$ cat src/rtl/crc32k_check_16.sv
// crc32k_check_16: receive-side CRC-32K checker for 16-bit framed words.
// The last two words of each frame carry the transmitted CRC (high half
// first). A two-word delay buffer keeps those words out of the running CRC
// until the frame end is known.
//
// Ports:
//   clk, rst            clock, synchronous active-high reset
//   in_valid/in_ready   word handshake (accept = in_valid & in_ready)
//   in_sop/in_eop       first/last word of frame markers
//   in_data[15:0]       frame word, bit 0 first on the serial line
//   frame_done          one-cycle pulse, status outputs valid
//   crc_ok/crc_err      CRC match / mismatch-or-runt
//   runt                frame shorter than 3 words
//   crc_value[31:0]     CRC over the data words of the last frame
//   word_count[15:0]    data words in the last frame (saturating)
module crc32k_check_16 #(
  parameter logic [31:0] SEED = 32'hFFFF_FFFF
) (
  input  logic        clk,
  input  logic        rst,
  input  logic        in_valid,
  output logic        in_ready,
  input  logic        in_sop,
  input  logic        in_eop,
  input  logic [15:0] in_data,
  output logic        frame_done,
  output logic        crc_ok,
  output logic        crc_err,
  output logic        runt,
  output logic [31:0] crc_value,
  output logic [15:0] word_count
);

  localparam int unsigned DATA_W = 16;
  localparam int unsigned CRC_W  = 32;
  localparam int unsigned CNT_W  = 16;
  localparam logic [CRC_W-1:0] POLY = 32'h741B_8CD7;

  // FILL1/FILL2 encode the delay-buffer fill count (1 and 2 words held).
  typedef enum logic [2:0] {
    IDLE  = 3'd0,
    FILL1 = 3'd1,
    FILL2 = 3'd2,
    RUN   = 3'd3,
    CHECK = 3'd4
  } state_t;

  state_t            r_state;
  logic [CRC_W-1:0]  r_crc;
  logic [CRC_W-1:0]  r_rx_crc;
  logic [DATA_W-1:0] r_b0;
  logic [DATA_W-1:0] r_b1;
  logic [CNT_W-1:0]  r_count;
  logic              r_runt_pend;
  logic              r_in_ready;
  logic              r_frame_done;
  logic              r_crc_ok;
  logic              r_crc_err;
  logic              r_runt;
  logic [CRC_W-1:0]  r_crc_value;
  logic [CNT_W-1:0]  r_word_count;

  logic              w_accept;
  logic [CRC_W-1:0]  w_crc_next;

  // One word through the serial CRC, bit 0 first.
  function automatic logic [CRC_W-1:0] step16(input logic [CRC_W-1:0] s,
                                              input logic [DATA_W-1:0] d);
    logic [CRC_W-1:0] v;
    v = s;
    for (int i = 0; i < DATA_W; i++) begin
      v = {v[CRC_W-2:0], d[i]} ^ (v[CRC_W-1] ? POLY : CRC_W'(0));
    end
    return v;
  endfunction

  assign w_accept   = in_valid & r_in_ready;
  assign w_crc_next = step16(r_crc, r_b0);

  // Frame FSM, delay buffer, CRC accumulation and status registers.
  always_ff @(posedge clk) begin
    if (rst) begin
      r_state      <= IDLE;
      r_crc        <= SEED;
      r_rx_crc     <= '0;
      r_b0         <= '0;
      r_b1         <= '0;
      r_count      <= '0;
      r_runt_pend  <= 1'b0;
      r_in_ready   <= 1'b1;
      r_frame_done <= 1'b0;
      r_crc_ok     <= 1'b0;
      r_crc_err    <= 1'b0;
      r_runt       <= 1'b0;
      r_crc_value  <= '0;
      r_word_count <= '0;
    end else begin
      r_frame_done <= 1'b0;
      if (r_state == CHECK) begin
        r_state      <= IDLE;
        r_in_ready   <= 1'b1;
        r_frame_done <= 1'b1;
        r_runt       <= r_runt_pend;
        if (r_runt_pend) begin
          r_crc_ok     <= 1'b0;
          r_crc_err    <= 1'b1;
          r_crc_value  <= '0;
          r_word_count <= '0;
        end else begin
          r_crc_ok     <= (r_crc == r_rx_crc);
          r_crc_err    <= (r_crc != r_rx_crc);
          r_crc_value  <= r_crc;
          r_word_count <= r_count;
        end
      end else if (w_accept) begin
        if (in_sop) begin
          // Start (or silently restart) a frame from any accepting state.
          r_crc   <= SEED;
          r_b0    <= '0;
          r_b1    <= in_data;
          r_count <= '0;
          if (in_eop) begin
            r_runt_pend <= 1'b1;
            r_in_ready  <= 1'b0;
            r_state     <= CHECK;
          end else begin
            r_runt_pend <= 1'b0;
            r_state     <= FILL1;
          end
        end else begin
          unique case (r_state)
            IDLE: ; // words outside a frame are dropped
            FILL1: begin
              r_b0 <= r_b1;
              r_b1 <= in_data;
              if (in_eop) begin
                r_runt_pend <= 1'b1;
                r_in_ready  <= 1'b0;
                r_state     <= CHECK;
              end else begin
                r_state <= FILL2;
              end
            end
            FILL2, RUN: begin
              // b0 is now known not to be part of the CRC field.
              r_crc   <= w_crc_next;
              r_b0    <= r_b1;
              r_b1    <= in_data;
              r_count <= (r_count == '1) ? r_count : r_count + CNT_W'(1);
              if (in_eop) begin
                r_rx_crc    <= {r_b1, in_data};
                r_runt_pend <= 1'b0;
                r_in_ready  <= 1'b0;
                r_state     <= CHECK;
              end else begin
                r_state <= RUN;
              end
            end
            default: r_state <= IDLE;
          endcase
        end
      end
    end
  end

  assign in_ready   = r_in_ready;
  assign frame_done = r_frame_done;
  assign crc_ok     = r_crc_ok;
  assign crc_err    = r_crc_err;
  assign runt       = r_runt;
  assign crc_value  = r_crc_value;
  assign word_count = r_word_count;

endmodule

$ cat config.mk
export PLATFORM = sky130hd
export DESIGN_NAME = crc32k_check_16
export DESIGN_NICKNAME = d
export VERILOG_FILES = /design/src/rtl/crc32k_check_16.sv
export SDC_FILE = /design/constraint.sdc
export NUM_CORES = 1
export LEC_CHECK = 0
export CAP_MARGIN = 20
export CELL_PAD_IN_SITES_DETAIL_PLACEMENT = 1
export CELL_PAD_IN_SITES_GLOBAL_PLACEMENT = 2
export CORE_ASPECT_RATIO = 0.5
export CORE_MARGIN = 2
export CORE_UTILIZATION = 33
export DETAILED_ROUTE_END_ITERATION = 10
export PLACE_DENSITY_LB_ADDON = 0.3
export SLEW_MARGIN = 10
export SYNTH_ARGS = -nofsm -noshare
export SYNTH_HDL_FRONTEND = slang
export SYNTH_SLANG_ARGS = --single-unit
$ cat constraint.sdc
create_clock -name clk -period 2.63 [get_ports clk]
set_clock_uncertainty 0.05 [all_clocks]
set_input_delay 0.526 -clock clk [delete_from_list [all_inputs] [get_ports clk]]
set_output_delay 0.526 -clock clk [all_outputs]
set_load 0.01 [all_outputs]
==> After elaboration in Yosys (flattened, before gate mapping) <==
Index checks and enable logic that the tools add are counted.
{ "totals": {"reg_bits": 169, "latch_bits": 0, "ram_bits": 0, "rom_bits": 0, "output_inout_bits": 53, "elab_cells": 102, "n_memories": 0} }
{ "op_classes": {"add_sub_neg": 1, "n_mul": 0, "div": 0, "order_cmp": 0, "n_eq_ne": 11, "n_shift": 0, "mux": 43, "n_bitwise": 19, "reduce_logical": 14} }
{ "ops": {"columns": ["operator", "count"], "rows": [
  ["32-bit by 31-bit bitwise XOR with 32-bit output", 16],
  ["31-bit 2-to-1 mux", 16],
  ["16-bit 2-to-1 mux", 8],
  ["32-bit 2-to-1 mux", 3],
  ["32-bit equality test", 1],
  ["32-bit inequality test", 1],
  ["16-bit by 1-bit adder with 16-bit output (second input constant)", 1],
  ["16-bit equality test (second input constant)", 1],
  ["3-bit 2-to-1 mux", 4],
  ["1-bit 2-to-1 mux", 10],
  ["5-bit AND reduction", 2],
  ["3-bit one-hot mux with 3 select lines", 1],
  ["3-bit by 2-bit equality test with 1-bit output (second input constant)", 2],
  ["3-bit inequality test (second input constant)", 2],
  ["3-bit AND reduction", 2],
  ["2-bit inequality test (second input constant)", 2],
  ["2-bit AND reduction", 2],
  ["4-bit AND reduction", 1],
  ["2-bit nonzero test", 2],
  ["2-bit OR reduction", 2],
  ["3-bit by 1-bit equality test with 1-bit output (second input constant)", 1],
  ["3-bit equality test (second input constant)", 1],
  ["3-bit logical NOT", 1],
  ["3-bit nonzero test", 1],
  ["4 further kinds", 5]
]} }

==> Logic depth before layout (Yosys ltp) <==
{ "logic_depth": {"depth_word": 34, "ltp_mapped": 9, "ltp_nobuf": 6} }

==> Least setup slack after synthesis <==
No wires, ideal clock.
{ "synth_timing": {"kind": "flip-flop to flip-flop", "from": "register r_crc[31]", "to": "register r_crc[10]", "arrival_time_ps": 2535, "path_slack_ps": -24, "path_stages_with_launch": 7, "path_buffers": 0, "period_less_slack_ps": 2654, "path_cell_list": "dfxtp_1 xor3_1 xnor3_1 xor3_2 xor2_2 xnor3_1 a21oi_1"} }
{ "synth_via": {"elab_chain_len": 26} }
{ "synth_lines": {"columns": ["item", "line", "source"], "rows": [
  ["start, declared", "49", "logic [CRC_W-1:0] r_crc;"],
  ["start signal, assigned", "146", "r_crc <= w_crc_next;"],
  ["31-bit 2-to-1 mux (*)", "72", "v = {v[CRC_W-2:0], d[i]} ^ (v[CRC_W-1] ? POLY : CRC_W'(0));"],
  ["32-bit by 31-bit bitwise XOR with 32-bit output (*) (2 in a row)", "72", null],
  ["31-bit 2-to-1 mux or 32-bit by 31-bit bitwise XOR with 32-bit output (tied branches)", "72", null],
  ["32-bit by 31-bit bitwise XOR with 32-bit output (*) (2 in a row)", "72", null],
  ["31-bit 2-to-1 mux or 32-bit by 31-bit bitwise XOR with 32-bit output (tied branches)", "72", null],
  ["32-bit by 31-bit bitwise XOR with 32-bit output (*) (2 in a row)", "72", null],
  ["31-bit 2-to-1 mux or 32-bit by 31-bit bitwise XOR with 32-bit output (tied branches)", "72", null],
  ["32-bit by 31-bit bitwise XOR with 32-bit output (*) (2 in a row)", "72", null],
  ["(+3 left out)", null, null],
  ["31-bit 2-to-1 mux or 32-bit by 31-bit bitwise XOR with 32-bit output (tied branches)", "72", null],
  ["32-bit by 31-bit bitwise XOR with 32-bit output (*) (2 in a row)", "72", null],
  ["31-bit 2-to-1 mux or 32-bit by 31-bit bitwise XOR with 32-bit output (tied branches)", "72", null],
  ["32-bit by 31-bit bitwise XOR with 32-bit output (*) (3 in a row)", "72", null],
  ["31-bit 2-to-1 mux", "72", null],
  ["32-bit by 31-bit bitwise XOR with 32-bit output (*)", "72", null],
  ["32-bit 2-to-1 mux (*)", "131", "unique case (r_state)"],
  ["32-bit 2-to-1 mux (*)", "116", "if (in_sop) begin"]
]} }
Every way passes the cells marked *; elsewhere a longest branch is shown, timed or not. The select of a mux whose other input is x is not followed.
A chain may end at the register's enable or synchronous reset.

==> Final worst setup path <==
{ "layout_timing": {"from": "register r_crc[20]", "to": "register r_crc[29]"} }
{ "layout_via": {"elab_chain_len": 21} }
{ "layout_lines": {"columns": ["item", "line"], "rows": [
  ["32-bit by 31-bit bitwise XOR with 32-bit output (*) (11 in a row)", "72"],
  ["31-bit 2-to-1 mux (*)", "72"],
  ["32-bit by 31-bit bitwise XOR with 32-bit output (*) (2 in a row)", "72"],
  ["31-bit 2-to-1 mux", "72"],
  ["32-bit by 31-bit bitwise XOR with 32-bit output (*) (2 in a row)", "72"],
  ["31-bit 2-to-1 mux", "72"],
  ["32-bit by 31-bit bitwise XOR with 32-bit output (*)", "72"],
  ["32-bit 2-to-1 mux (*)", "131"],
  ["32-bit 2-to-1 mux (*)", "116"]
]} }
Marks and branches as above.

==> results_dict.tcl <==
set metrics [dict create \
    viasPerCell 4.87 \
    hp-start "runt" \
    reg2reg_slack_ns 0.08 \
    power.density_mw_per_mm2 1700 \
    clk-insertion-delay-late_ns 0.44 \
    fin_crit_ns 2.55 \
    dr_total_vias 6429 \
    setup_viol_count_final 0 \
    fin_cells 1320 \
    cp_num_cells 8 \
    drt_iter0_markers 521 \
    cts_buffer_depth 2 \
    synth-edff-count 0 \
    die_h_um 115 \
    ys_ff_latch 169 \
    min-delay-path-class "reg2reg" \
    grt_pass1_vias 6359 \
    route.detailed.drc 0 \
    cts_tree "done" \
    die_width_um 226 \
    cp.buffers_inverters 2 \
    rows 40 \
    port_buffers 73 \
    initial_core_util_pct 33.7 \
    drv_slew 0 \
    avgSynthCellArea_um2 9.49 \
    cp.required_ns 2.95 \
    ys_seq_area_share_pct 41.7 \
    p_leak_nw 4.00 \
    cts_root_buffer "clkbuf_16" \
    fillCellCount 2718 \
    register_area_mm2 0.00339 \
    cts-htree-levels 4 \
    cts_inserted_buffers 17 \
    synth_ff_type "dfxtp_1" \
    crit_type "reg2reg" \
    final_nets 994 \
    fin_crit_sh_pct 96.9 \
    crit_family "XOR/XNOR gates" \
    path_clk_slew_ns 0.06 \
    cap_violations 0 \
    finalHoldViolations 0 \
    coreArea_mm2 0.0241 \
    grt-ovfl-total 0 \
    dieArea_mm2 0.0259 \
    syn2layout_area_growth_pct 27.9 \
    timing.rr.start "r_crc[20]" \
    holdPathStages 2 \
    ant_nets 0 \
    synthArstFlopShare_pct 0 \
    wl_mm 26.2 \
    synth_nets 877 \
    worstSetupEndpointType "flop" \
    r2r_end "r_crc[29]" \
    start_kind "flop" \
    ys_warn_count 0 \
    dp_cells 1286 \
    antenna_cells 0 \
    hpwl_mm 19.7 \
    critPathMaxFanout 3 \
    r2r_cells 8 \
    crit_path_start "r_crc[20]" \
    power_mw 17.6 \
    synth_area_mm2 0.00811 \
    yosys.area.top_type_share_pct 41.7 \
    synth.largest_area_cell "dfxtp_1" \
    crit_path_end "r_crc[29]" \
    grt_pass1_wl_mm 39.7 \
    slew_headroom_pct 57.9 \
    worst_pin_slew_ns 0.631 \
    max_stage_delay_ns 0.43 \
    multi_input_area_mm2 0.00451 \
    grtUsageTotal_pct 21.0 \
    firstDrtPassIters 4 \
    synth_cell_types 48 \
    antenna_found_initial 0 \
    fmaxAchievable_mhz 392 \
    ios 74 \
    grt_start_max_net_pins 50 \
    routabilityCongestion 0.894 \
    drive_above_1_share_pct 14.0 \
    cp.arrival_ns 2.87 \
    worstPathCellList "buf_4, xnor3_1, xor2_2, xnor3_2, buf_4, xnor3_2, xnor2_2, a21oi_1" \
    wire_per_inst_um 19.8 \
    ys_top_cells_by_area "dfxtp_1 (42%), xnor2_1 (11%), xor2_1 (7.6%)" \
    cp_slowest_cell "xnor3_1" \
    vdd_drop_max_uv 1250 \
    cts_sinks 169 \
    synthCells 855 \
    run_status "completed" \
]
## registers in the layout (all words and copies together) (netlist names)
register     flops
r_rx_crc        32
r_b0            16
r_count         16
crc_ok           1
crc_value       32
r_state          3
frame_done       1
in_ready         1
word_count      16
r_crc           32
crc_err          1
r_b1            16
runt             1
r_runt_pend      1
## how the worst min path moves through the flow
stage | to | slack (ns)
finish | runt | 0.41
global route | runt | 0.43
CTS | runt | 0.41
detailed placement | crc_ok | 0.40
global placement | crc_ok | 0.40
floorplan | r_rx_crc[16] | 0.39
## what timing repair did
item | in CTS | in global routing
setup buffers | 0 | 2
pin swaps | 3 | 5
endpoints found under the hold margin | 0 | 0
gates cloned | 0 | 0
endpoints found under the setup margin | 4 | 5
resized for setup | 1 | 7
hold buffers | 0 | 0
## synthesized netlist by cell type (2+ instances only)
| cell type | number |
|---|---|
| buf_2 | 6 |
| xor2_2 | 3 |
| nand3_1 | 4 |
| xnor3_1 | 23 |
| a21oi_1 | 90 |
| and2_1 | 4 |
| buf_1 | 4 |
| xor3_1 | 3 |
| mux2i_1 | 2 |
| nor2b_1 | 2 |
| xnor2_1 | 104 |
| nand2_1 | 121 |
| and4_1 | 3 |
| xor2_1 | 70 |
| clkbuf_1 | 43 |
| a211oi_1 | 2 |
| dfxtp_1 | 169 |
| o22ai_1 | 6 |
| xnor2_2 | 3 |
| inv_1 | 2 |
| nor3_1 | 9 |
| buf_4 | 5 |
| and3_1 | 22 |
| o21ai_0 | 8 |
| nor2_1 | 61 |
| nor4_1 | 11 |
| a22o_1 | 48 |
| nand4_1 | 7 |
## metrics by stage
step	utilization (%)	setup TNS, ns	hold slack, ns	instance area [um2]	setup WS, ns
6_report	43.1	0	0.409	10400	0.0815
3_3_place_gp	40.4	0	0.396	9720	0.0197
3_5_place_dp	40.4	-0.210	0.401	9720	-0.0857
5_1_grt	43.1	-0.00706	0.432	10400	-0.00515
2_1_floorplan	-	0	0.391	8120	0.00616
4_1_cts	42.9	0	0.413	10300	0.0153
## cell type report
class	instances	share of cell area, %
sequential	169	32.6
multi-input combinational	625	43.5
tap	336	4.05
inverter	2	0.0724
timing repair buffer	157	14.0
clock inverter	6	0.832
clock buffer	25	4.87
## worst register-to-register path, stage by stage (launching register included)
cell	delay, ns
dfxtp_1	0.38
buf_4	0.14
xnor3_1	0.43
xor2_2	0.22
xnor3_2	0.37
buf_4	0.16
xnor3_2	0.42
xnor2_2	0.16
a21oi_1	0.15
## where the power goes
part           switching [mW]  internal, mW  total [mW]
Combinational            5.31          6.74        12.1
Sequential              0.250          2.73        2.99
Clock                    1.04          1.52        2.56
Total                    6.60          11.0        17.6
## logic make-up (layout without fill, tap and decap cells)
group	after synthesis	count (layout)	share of synthesized area, %
AO/OA/AOI/OAI	163	163	12.8
XOR/XNOR	209	209	28.2
adder cells (fa/ha/maj)	1	1	0.154
buffers and inverters	61	190	3.24
flip-flops	169	169	41.7
multiplexers	2	2	0.247
AND/OR/NAND/NOR	250	250	13.6
## layout by cell type (no fill, tap or decap), types with 6 or more instances in the layout
master           netlist  routed
xnor3_1               23      19
clkbuf_16              0      17
a22o_1                48      48
buf_4                  5      76
a21oi_1               90      90
nor3_1                 9       8
xnor2_1              104     103
nand4_1                7       7
nor2_1                61      60
buf_12                 0       8
dfxtp_1              169     166
o22ai_1                6       6
nor4_1                11      11
clkdlybuf4s50_1        0      72
and3_1                22      22
nand2_1              121     121
o21ai_0                8       8
xor2_1                70      68
## metal layers
metal | up-vias | global-route usage, % | share of wire [%]
met4 | 0 | 6.53 | 1.3
met1 | 3141 | 31.0 | 52
li1 | 3124 | - | -
met3 | 25 | 3.63 | 4.5
met5 | - | 0 | 0
met2 | 139 | 31.1 | 42
Power figures use the tool's default switching activity.
